[src/rtl/alarm_bank.sv]
// alarm_bank: N independent countdown alarms sharing one write port, with
// one-shot/periodic modes, sticky bells, overrun flags and a summary irq.
module alarm_bank #(
    parameter int W = 8,
    parameter int N = 4,
    parameter int S = 2
) (
    input  logic         clock,
    input  logic         reset,
    input  logic         tick,
    input  logic [S-1:0] sel,
    input  logic [W-1:0] value,
    input  logic         periodic,
    input  logic         put,
    input  logic         stop,
    input  logic [N-1:0] ack,
    output logic [N-1:0] bell,
    output logic [N-1:0] overrun,
    output logic [N-1:0] active,
    output logic         irq
);
    logic [W-1:0] cnt [N];
    logic [W-1:0] rld [N];
    logic [N-1:0] mode;
    logic [N-1:0] expire;

    always_comb begin
        expire = '0;
        for (int i = 0; i < N; i++)
            expire[i] = active[i] && tick && cnt[i] == W'(1);
    end

    // A channel index that no select value can reach simply never matches.
    always_ff @(posedge clock) begin
        for (int i = 0; i < N; i++) begin
            if (reset) begin
                cnt[i] <= '0;
                rld[i] <= '0;
                mode[i] <= 1'b0;
                active[i] <= 1'b0;
                bell[i] <= 1'b0;
                overrun[i] <= 1'b0;
            end else if (sel == S'(i) && put && value != '0) begin
                cnt[i] <= value;
                rld[i] <= value;
                mode[i] <= periodic;
                active[i] <= 1'b1;
                bell[i] <= 1'b0;
                overrun[i] <= 1'b0;
            end else if (sel == S'(i) && (put || stop)) begin
                cnt[i] <= '0;
                active[i] <= 1'b0;
                bell[i] <= bell[i] & ~ack[i];
                overrun[i] <= overrun[i] & ~ack[i];
            end else begin
                bell[i] <= expire[i] | (bell[i] & ~ack[i]);
                overrun[i] <= (expire[i] & mode[i] & bell[i]) | (overrun[i] & ~ack[i]);
                if (expire[i]) begin
                    cnt[i] <= mode[i] ? rld[i] : '0;
                    active[i] <= mode[i];
                end else if (active[i] && tick) begin
                    cnt[i] <= cnt[i] - W'(1);
                end
            end
        end
    end

    assign irq = |bell;
endmodule

[config.mk]
export PLATFORM = sky130hd
export DESIGN_NAME = alarm_bank
export DESIGN_NICKNAME = d
export VERILOG_FILES = /design/src/rtl/alarm_bank.sv
export SDC_FILE = /design/constraint.sdc
export NUM_CORES = 1
export LEC_CHECK = 0
export ABC_AREA = 1
export BUFFER_PORTS_ARGS = -buffer_cell sky130_fd_sc_hd__buf_2
export CELL_PAD_IN_SITES_DETAIL_PLACEMENT = 1
export CELL_PAD_IN_SITES_GLOBAL_PLACEMENT = 1
export CORE_ASPECT_RATIO = 2
export CORE_MARGIN = 1.5
export CORE_UTILIZATION = 46
export DETAILED_ROUTE_END_ITERATION = 7
export PLACE_DENSITY = 0.83
export SLEW_MARGIN = 20
export SYNTH_ARGS = -nofsm -noshare
export SYNTH_HDL_FRONTEND = slang
export SYNTH_SLANG_ARGS = --single-unit
[constraint.sdc]
create_clock -name clock -period 1.9 [get_ports clock]
set_input_delay 0.19 -clock clock [delete_from_list [all_inputs] [get_ports clock]]
set_output_delay 0.19 -clock clock [all_outputs]
set_load 0.01 [all_outputs]
==> results by group, run 1 <==
Outcome
  – Outcome: complete, no violations

Floorplan
  – Die X: 74.0 um
  – Die height: 145 um
  – Initial Util: 47.5%
  – Boundary pin count: 33
  – Row count: 51
  – Die ar.: 10700 um^2
  – CORE AREA: 9760 um^2

Cells and area
  – Post-route cell area: 5420 um^2
  – Share of layout cells above drive strength 1: 19.1%
  – Synthesis-to-finish area growth: 16.9%
  – Nets: 640
  – Commonest non-fill, non-tap cell in the layout: nand2_1
  – # diodes: 0
  – Fin util: 55.5%
  – Commonest non-fill, non-tap cells in the layout: nand2_1 (129), inv_1 (102), edfxtp_1 (64)

Clock tree
  – Hold buffers post-CTS: 0
  – Clock root cell: clkbuf_16
  – Clock Latency Late Sink: 0.33 ns
  – CTS tree: built
  – Max Buffers Root-to-Sink: 2
  – Maximum level of the CTS H-tree: 3
  – Postcts setup bufs: 0
  – Clock transition at path regs: 0.06 ns
  – Clock net sink count: 80
  – Num CTS Buffers: 9

Timing
  – Number of hold violations in the final report: 0
  – Final Cycle Share: 95.7%
  – RSZ-0062 raised after global routing: yes
  – Worst clock skew: 0.00284 ns
  – Fmax: 0.550 GHz
  – Slew at the pin closest to its max-slew limit: 0.485 ns
  – Fin crit period: 1.82 ns
  – Slew Viols, Final: 0
  – Worst relative slew slack: 67.5%
  – # setup viols final: 0

Worst setup path
  – Critical Path Fanout Max: 7
  – CP Launch Type: flip-flop
  – Critical Path Source: cnt[2][5]
  – Crit Path Class: flip-flop to flip-flop
  – CP arrival: 1.91 ns
  – Crit end category: flip-flop
  – Worst r2r src: cnt[2][5]
  – CP required: 1.99 ns

Placement
  – GPL Wtd Cong: 0.826
  – DPL Wire Length: 10.1 mm
  – Post-DP Area: 5050 um^2
  – PortBufs: 32

Synth
  – Sequential share of the synthesized area: 48.4%
  – Synth Net Count: 586
  – Mapped Avg Cell Area: 8.31 um^2
  – Mapped Cells: 558
  – Post-synthesis cell type count: 35
  – YS warnings: 0
  – Synth Cell Area: 4640 um^2
  – Synth Register Bits: 80

Route
  – Starting DRT DRC Count: 162
  – DR pass1 iterations: 4
  – DR WL/cell: 17.3 um
  – Final ANT Viol Nets: 0
  – Via count: 3884
  – # DRC: 0
  – Via density: 5.19
  – Drt total wl: 13.0 mm

Hold path
  – Worst hold path class: input port to flip-flop
  – Hold_sp: ack[0]

GRT
  – Largest net degree at the start of global routing: 15
  – First-pass GRT wire length: 21.2 mm
  – Global Route Usage Sum: 26.2%
  – GRT overflow: 0
  – Initial antenna violation count: 0
  – Vias in the first global route: 4285

Run
  – Max-cap viol count: 0

Power and ir drop
  – Maximum VDD drop: 0.552 mV
  – PD cells: 830 nW/um^2
  – P_leak: 2.65 nW
==> report_power, final <==
group	leakage [nW]	internal, W	switching [W]
clock	0.153	0.00118	0.000685
sequential	0.788	0.00201	0.0000674
combinational	1.71	0.000186	0.000361
total	2.65	0.00338	0.00111
==> registers in the layout (all words and copies together) (netlist names) <==
name     cells
active       4
bell         4
cnt         32
mode         4
overrun      4
rld         32
==> layout make-up <==
cell class,count,area [um^2]
Clock buffer,11,243
Clock inverter,5,80.1
Fill cell,1214,4340
Inverter,108,405
Multi-Input combinational cell,360,1940
Sequential cell,80,2240
Tap cell,132,165
Timing Repair Buffer,53,342
==> path summary, 6_finish.rpt <==
check | slack (ns) | to | cells after the start
setup / recovery | 0.08 | cnt[2][6] | 9
hold / removal | 0.13 | overrun[0] | 4
setup reg to reg | 0.08 | cnt[2][6] | 9
hold reg to reg | 0.46 | overrun[0] | 2
==> synth_stat cells, drive strengths merged <==
cell type | number | area, um^2
buf | 7 | 68.8
inv | 108 | 405
dfxtp | 16 | 320
xnor2 | 6 | 52.6
ha | 8 | 100
xor2 | 17 | 149
edfxtp | 64 | 1920
nand2 | 136 | 543
nor2 | 69 | 319
nand3 | 59 | 313
o22ai | 1 | 6.26
nor4 | 2 | 42.5
a21oi | 12 | 78.8
a31oi | 3 | 18.8
nor3 | 11 | 75.1
o21ai | 19 | 98.9
clkbuf | 3 | 11.3
nand4 | 16 | 106
and2 | 1 | 6.26
==> routing by layer <==
metal | share of wire, % | track usage (%) | vias up
met5 | 0 | 0 | -
met1 | 35 | 27.7 | 1879
met3 | 3.1 | 3.68 | 38
li1 | - | - | 1888
met2 | 56 | 47.9 | 79
met4 | 5.3 | 12.4 | 0
==> critical path, cell delays in order (launching register included) <==
cell and delay (ns):
edfxtp_1 0.45, nor2_2 0.19, nand2_1 0.12, nor2_4 0.20, nor2_2 0.07, nand3_2 0.11, buf_6 0.14, o21ai_0 0.10
nor2_1 0.14, nor2_1 0.05
==> metrics by stage <==
step	std cells	setup TNS (ns)	power, W	setup WS [ns]	hold WS, ns
5_1_grt	749	-0.0388	0.00466	-0.0253	0.147
2_1_floorplan	558	0	0.00244	0.185	0.293
3_5_place_dp	733	-0.154	0.00265	-0.0195	0.460
4_1_cts	749	0	0.00451	0.0192	0.132
3_3_place_gp	733	0	0.00261	0.0450	0.451
6_report	749	0	0.00450	0.0815	0.133
==> cells by family after synthesis <==
logic type,count (synthesis),share of synthesized area [%]
AND/OR/NAND/NOR,294,30.3
buffers and inverters,118,10.5
flip-flops,80,48.4
AO/OA/AOI/OAI,35,4.37
XOR/XNOR,23,4.34
adder cells (fa/ha/maj),8,2.16
==> what timing repair did <==
action,CTS,global route
hold endpoints to repair,0,0
gates resized for setup,0,15
setup endpoints to repair,0,18
(Power assumes the default switching activity.)
==> inputs of run 2 (changes only) <==
- CTS_CLUSTER_DIAMETER: not set -> 30
- MAX_ROUTING_LAYER: not set -> met4
- SLEW_MARGIN: 20 -> not set
==> results by group, run 2 (synthesis gave the netlist of run 1 again) <==
Outcome
  – Outcome: complete, no violations

Route
  – Starting DRT DRC Count: 167 (+3.1%)
  – Drt total wl: 13.0 mm (about the same)
  – DR WL/cell: 17.3 um (about the same)
  – Final ANT Viol Nets: 0 (unchanged)
  – Via density: 5.22 (+0.59%)
  – DR pass1 iterations: 4 (unchanged)
  – Via count: 3907 (+0.59%)
  – # DRC: 0 (unchanged)

GRT
  – Initial antenna violation count: 0 (unchanged)
  – Global Route Usage Sum: 26.9% (+0.71 points)
  – First-pass GRT wire length: 21.2 mm (about the same)
  – Vias in the first global route: 4287 (+0.047%)
  – GRT overflow: 0 (unchanged)
  – Largest net degree at the start of global routing: 15 (unchanged)

Placement
  – Post-DP Area: 5050 um^2 (unchanged)
  – GPL Wtd Cong: 0.839 (+1.5%)
  – DPL Wire Length: 10.1 mm (unchanged)
  – Post-place setup slack: -0.0195 ns (unchanged)
  – PortBufs: 32 (unchanged)

Worst setup path
  – Critical Path Fanout Max: 7 (unchanged)
  – CP required: 1.99 ns (about the same)
  – Bufs and invs on worst path: 1 (unchanged)
  – CP arrival: 1.92 ns (about the same)
  – CP Cell Sequence: nor2_2 -> nand2_1 -> nor2_4 -> nor2_2 -> nand3_2 -> buf_6 -> o21ai_1 -> nor2_1 -> nor2_1
  – Crit end category: flip-flop
  – CP Launch Type: flip-flop
  – Slowest CP cell: edfxtp_1
  – Crit path largest cell delay: 0.45 ns (about the same)
  – CP delay by family, top: simple AND/OR/NAND/NOR gates
  – Crit Path Class: flip-flop to flip-flop

Timing
  – Slew Viols, Final: 0 (unchanged)
  – Final Cycle Share: 96.3% (+0.55 points)
  – RSZ-0062 raised after global routing: yes
  – Fmax: 0.547 GHz (-0.58%)
  – Worst clock skew: 0.00361 ns (+0.000769 ns)
  – Setup TNS: 0 ns (unchanged)
  – Worst relative slew slack: 67.4% (-0.11 points)
  – # setup viols final: 0 (unchanged)
  – Slew at the pin closest to its max-slew limit: 0.487 ns (+0.00170 ns)
  – Number of hold violations in the final report: 0 (unchanged)
  – Fin crit period: 1.83 ns (+0.0105 ns)
  – Final Worst Setup Slack: 0.0710 ns (-0.0105 ns)

Floorplan
  – Die height: 145 um (unchanged)
  – Die ar.: 10700 um^2 (unchanged)
  – CORE AREA: 9760 um^2 (unchanged)
  – Initial Util: 47.5% (unchanged)
  – Boundary pin count: 33 (unchanged)
  – Die X: 74.0 um (unchanged)
  – Row count: 51 (unchanged)

Power and ir drop
  – Maximum VDD drop: 0.552 mV (about the same)
  – PD cells: 830 nW/um^2 (about the same)
  – P_leak: 2.65 nW (unchanged)

Cells and area
  – Fillers: 1214 (unchanged)
  – Share of layout cells above drive strength 1: 19.1% (unchanged)
  – Synthesis-to-finish area growth: 16.9% (unchanged)
  – Commonest non-fill, non-tap cells in the layout: nand2_1 (129), inv_1 (102), edfxtp_1 (64)
  – # diodes: 0 (unchanged)
  – Fin util: 55.5% (unchanged)
  – Commonest non-fill, non-tap cell in the layout: nand2_1
  – Biggest regs: cnt: 32 flops, rld: 32 flops
  – Post-route cell area: 5420 um^2 (unchanged)
  – Nets: 640 (unchanged)

Clock tree
  – Clock net sink count: 80 (unchanged)
  – Num CTS Buffers: 9 (unchanged)
  – Hold buffers post-CTS: 0 (unchanged)
  – Clock root cell: clkbuf_16
  – Maximum level of the CTS H-tree: 3 (unchanged)
  – Clock Latency Late Sink: 0.33 ns (about the same)
  – Postcts setup bufs: 0 (unchanged)
  – CTS tree: built
  – Max Buffers Root-to-Sink: 2 (unchanged)
  – Clock transition at path regs: 0.06 ns (about the same)

Run
  – Max-cap viol count: 0 (unchanged)

Hold path
  – Worst hold path class: input port to flip-flop
run 2: cell counts in the layout (fill, tap and decap cells not counted):
No cell type changed its count.
run 2: stage by stage:
| stage | std cells | hold WS (ns) | power (W) |
|---|---|---|---|
| final | 749 | 0.131 | 0.00450 |
| after CTS | 749 | 0.132 | 0.00451 |
| after global routing | 749 | 0.147 | 0.00466 |
| after global placement | 733 | 0.451 | 0.00261 |
| after floorplan | 558 | 0.293 | 0.00244 |
| after detailed placement | 733 | 0.460 | 0.00265 |
run 2: power breakdown:
part | total [W] | switching [W] | internal [W]
registers | 0.00208 | 0.0000675 | 0.00201
clock network | 0.00187 | 0.000687 | 0.00118
logic | 0.000547 | 0.000362 | 0.000186
total | 0.00450 | 0.00112 | 0.00338
run 2: path summary, 6_finish.rpt:
kind         slack, ns       start  depth (start not counted)          to
max               0.07   cnt[2][5]                          9   cnt[2][7]
min reg2reg       0.46  overrun[0]                          2  overrun[0]
min               0.13      ack[0]                          4  overrun[0]
max reg2reg       0.07   cnt[2][5]                          9   cnt[2][7]
run 2: worst reg2reg max path, cell delays in order, from the launching register on:
cell and delay, ns:
edfxtp_1 0.45, nor2_2 0.19, nand2_1 0.12, nor2_4 0.20
nor2_2 0.07, nand3_2 0.11, buf_6 0.14, o21ai_1 0.09
nor2_1 0.15, nor2_1 0.06
run 2: repair_timing:
action                                  CTS  global route
endpoints found under the hold margin     0             0
endpoints found under the setup margin    0            18
resized for setup                         0            15
run 2: final cells by class:
class	count	area (um^2)	share of cell area (%)
well taps	132	165	3.05
clock inverters	5	80.1	1.48
clock buffers	11	243	4.48
repair buffers	53	342	6.30
inverters	108	405	7.48
multi-input cells	360	1940	35.8
flip-flops and latches	80	2240	41.4
run 2: metal layers:
layer | track usage, % | routed length, um | up-vias
met4 | 12.7 | 647 | 0
li1 | - | - | 1887
met2 | 48.1 | 7330 | 76
met5 | - | 0 | -
met3 | 3.40 | 384 | 33
met1 | 27.6 | 4610 | 1911
==> inputs of run 3 (changes only) <==
- BUFFER_PORTS_ARGS: -buffer_cell sky130_fd_sc_hd__buf_2 -> -buffer_cell sky130_fd_sc_hd__buf_4
- CTS_CLUSTER_SIZE: not set -> 12
==> results by group, run 3 (synthesis gave the netlist of run 1 again) <==
Outcome
  – Outcome: complete, no violations

Clock tree
  – Clock Latency Late Sink: 0.35 ns (+0.02 ns)
  – CTS tree: built
  – Clock root cell: clkbuf_16
  – Clock transition at path regs: 0.06 ns (about the same)
  – Maximum level of the CTS H-tree: 3 (unchanged)
  – Clock net sink count: 80 (unchanged)
  – Num CTS Buffers: 9 (unchanged)
  – Hold buffers post-CTS: 0 (unchanged)
  – Max Buffers Root-to-Sink: 2 (unchanged)

GRT
  – Global Route Usage Sum: 26.7% (-0.18 points)
  – Met2 usage: 46.4% (-1.7 points)
  – GRT overflow: 0 (unchanged)
  – Largest net degree at the start of global routing: 17 (+2)
  – Busiest metal layer after global routing: met2
  – Routing usage on met1: 26.4% (-1.2 points)
  – Vias in the first global route: 4327 (+0.93%)
  – Met3 Use GR: 5.56% (+2.2 points)
  – Initial antenna violation count: 0 (unchanged)
  – First-pass GRT wire length: 20.9 mm (-1.7%)

Placement
  – DPL Wire Length: 9.79 mm (-3.0%)
  – PortBufs: 32 (unchanged)
  – Placed insts: 729 (-0.55%)
  – GPL Wtd Cong: 0.858 (+2.3%)
  – Post-place setup slack: 0.0410 ns (+0.0605 ns)

Timing
  – Fmax: 0.556 GHz (+1.7%)
  – Worst relative slew slack: 66.0% (-1.4 points)
  – Fin crit period: 1.80 ns (-0.0298 ns)
  – Final Worst Setup Slack: 0.101 ns (+0.0298 ns)
  – # setup viols final: 0 (unchanged)
  – Final hold slack: 0.0898 ns (-0.0414 ns)
  – Final Cycle Share: 94.7% (-1.6 points)
  – Number of hold violations in the final report: 0 (unchanged)
  – Worst clock skew: 0.00563 ns (+0.00202 ns)
  – Slew Viols, Final: 0 (unchanged)
  – Slew at the pin closest to its max-slew limit: 0.510 ns (+0.0235 ns)

Power and ir drop
  – PD cells: 824 nW/um^2 (-0.81%)
  – P_leak: 2.63 nW (-0.67%)
  – Maximum VDD drop: 0.577 mV (+4.5%)

Route
  – Starting DRT DRC Count: 119 (-29%)
  – DR WL/cell: 17.4 um (+0.49%)
  – Via count: 3909 (+0.051%)
  – Via density: 5.23 (+0.32%)
  – # DRC: 0 (unchanged)
  – DR pass1 iterations: 4 (unchanged)
  – Final ANT Viol Nets: 0 (unchanged)
  – Drt total wl: 13.0 mm (+0.22%)

Run
  – Max-cap viol count: 0 (unchanged)

Floorplan
  – Die X: 74.0 um (unchanged)
  – Die height: 145 um (unchanged)
  – Initial Util: 47.5% (unchanged)
  – CORE AREA: 9760 um^2 (unchanged)
  – Boundary pin count: 33 (unchanged)
  – Row count: 51 (unchanged)
  – Die ar.: 10700 um^2 (unchanged)

Worst setup path
  – Crit end category: flip-flop
  – Critical Path Fanout Max: 9 (+2)
  – CP Launch Type: flip-flop
  – Crit Path Class: flip-flop to flip-flop
  – CP arrival: 1.85 ns (-0.07 ns)
  – CP required: 1.95 ns (-0.04 ns)

Cells and area
  – Biggest regs: cnt: 32 flops, rld: 32 flops
  – Synthesis-to-finish area growth: 17.6%
  – # diodes: 0 (unchanged)
  – Footprint of the multi-input gates: 1950 um^2 (+0.52%)
  – Reg area: 2240 um^2 (unchanged)
  – Fillers: 1186 (-2.3%)
  – Commonest non-fill, non-tap cells in the layout: nand2_1 (129), inv_1 (102), edfxtp_1 (64)
  – Commonest non-fill, non-tap cell in the layout: nand2_1
  – Nets: 638 (-0.31%)
  – Share of layout cells above drive strength 1: 17.6% (-1.6 points)
  – Non-filler instance count after layout: 747 (-0.27%)

Hold path
  – Worst hold path class: input port to flip-flop
run 3: changes by cell type in the layout (fill, tap and decap cells not counted), moves of 2 or more:
cell,delta
o21ai_0,+2
buf_6,-3
nand3_2,-2
nor2_1,+5
buf_2,-32
nand3_1,+2
o21ai_1,-2
buf_4,+33
nor2_2,-5
run 3: critical path, stage by stage (launching register included):
cell and delay, ns:
edfxtp_1 0.39, inv_1 0.10, ha_1 0.15, nand3_1 0.12
nor2_4 0.22, nand2_4 0.10, nand2_8 0.11, inv_1 0.07
nand3_1 0.08, buf_4 0.17
run 3: worst paths after layout:
path	start	end	slack [ns]	cells past startpoint
min reg2reg	overrun[0]	overrun[0]	0.46	2
max reg2reg	cnt[2][1]	cnt[2][0]	0.10	9
min	periodic	mode[1]	0.09	3
max	cnt[2][1]	cnt[2][0]	0.10	9
run 3: cell type report:
type	instances	area share, %
Sequential cell	80	41.1
Multi-Input combinational cell	361	35.8
Inverter	108	7.43
Timing Repair Buffer	50	6.88
Clock buffer	11	4.27
Tap cell	132	3.03
Clock inverter	5	1.49
run 3: per-layer routing:
| metal | vias up | wire length (um) |
|---|---|---|
| met5 | - | 0 |
| met4 | 0 | 690 |
| met3 | 43 | 396 |
| met2 | 90 | 7250 |
| met1 | 1881 | 4670 |
| li1 | 1895 | - |
run 3: repair_timing:
item | CTS | global route
resized for setup | 0 | 5
endpoints found under the setup margin | 0 | 16
buffers inserted | 0 | 1
run 3: power breakdown:
| group | switching (W) | internal [W] | leakage, nW |
|---|---|---|---|
| Sequential | 0.0000664 | 0.00201 | 0.788 |
| Clock | 0.000709 | 0.00115 | 0.150 |
| Combinational | 0.000361 | 0.000192 | 1.69 |
| Total | 0.00114 | 0.00336 | 2.63 |
run 3: metrics by stage:
stage	TNS [ns]	power, W	cell area [um^2]	utilization (%)
6_report	0	0.00449	5450	55.9
3_5_place_dp	0	0.00265	5090	52.1
2_1_floorplan	0	0.00244	4640	-
4_1_cts	0	0.00450	5400	55.4
3_3_place_gp	0	0.00262	5090	52.1
5_1_grt	-0.0173	0.00464	5450	55.9
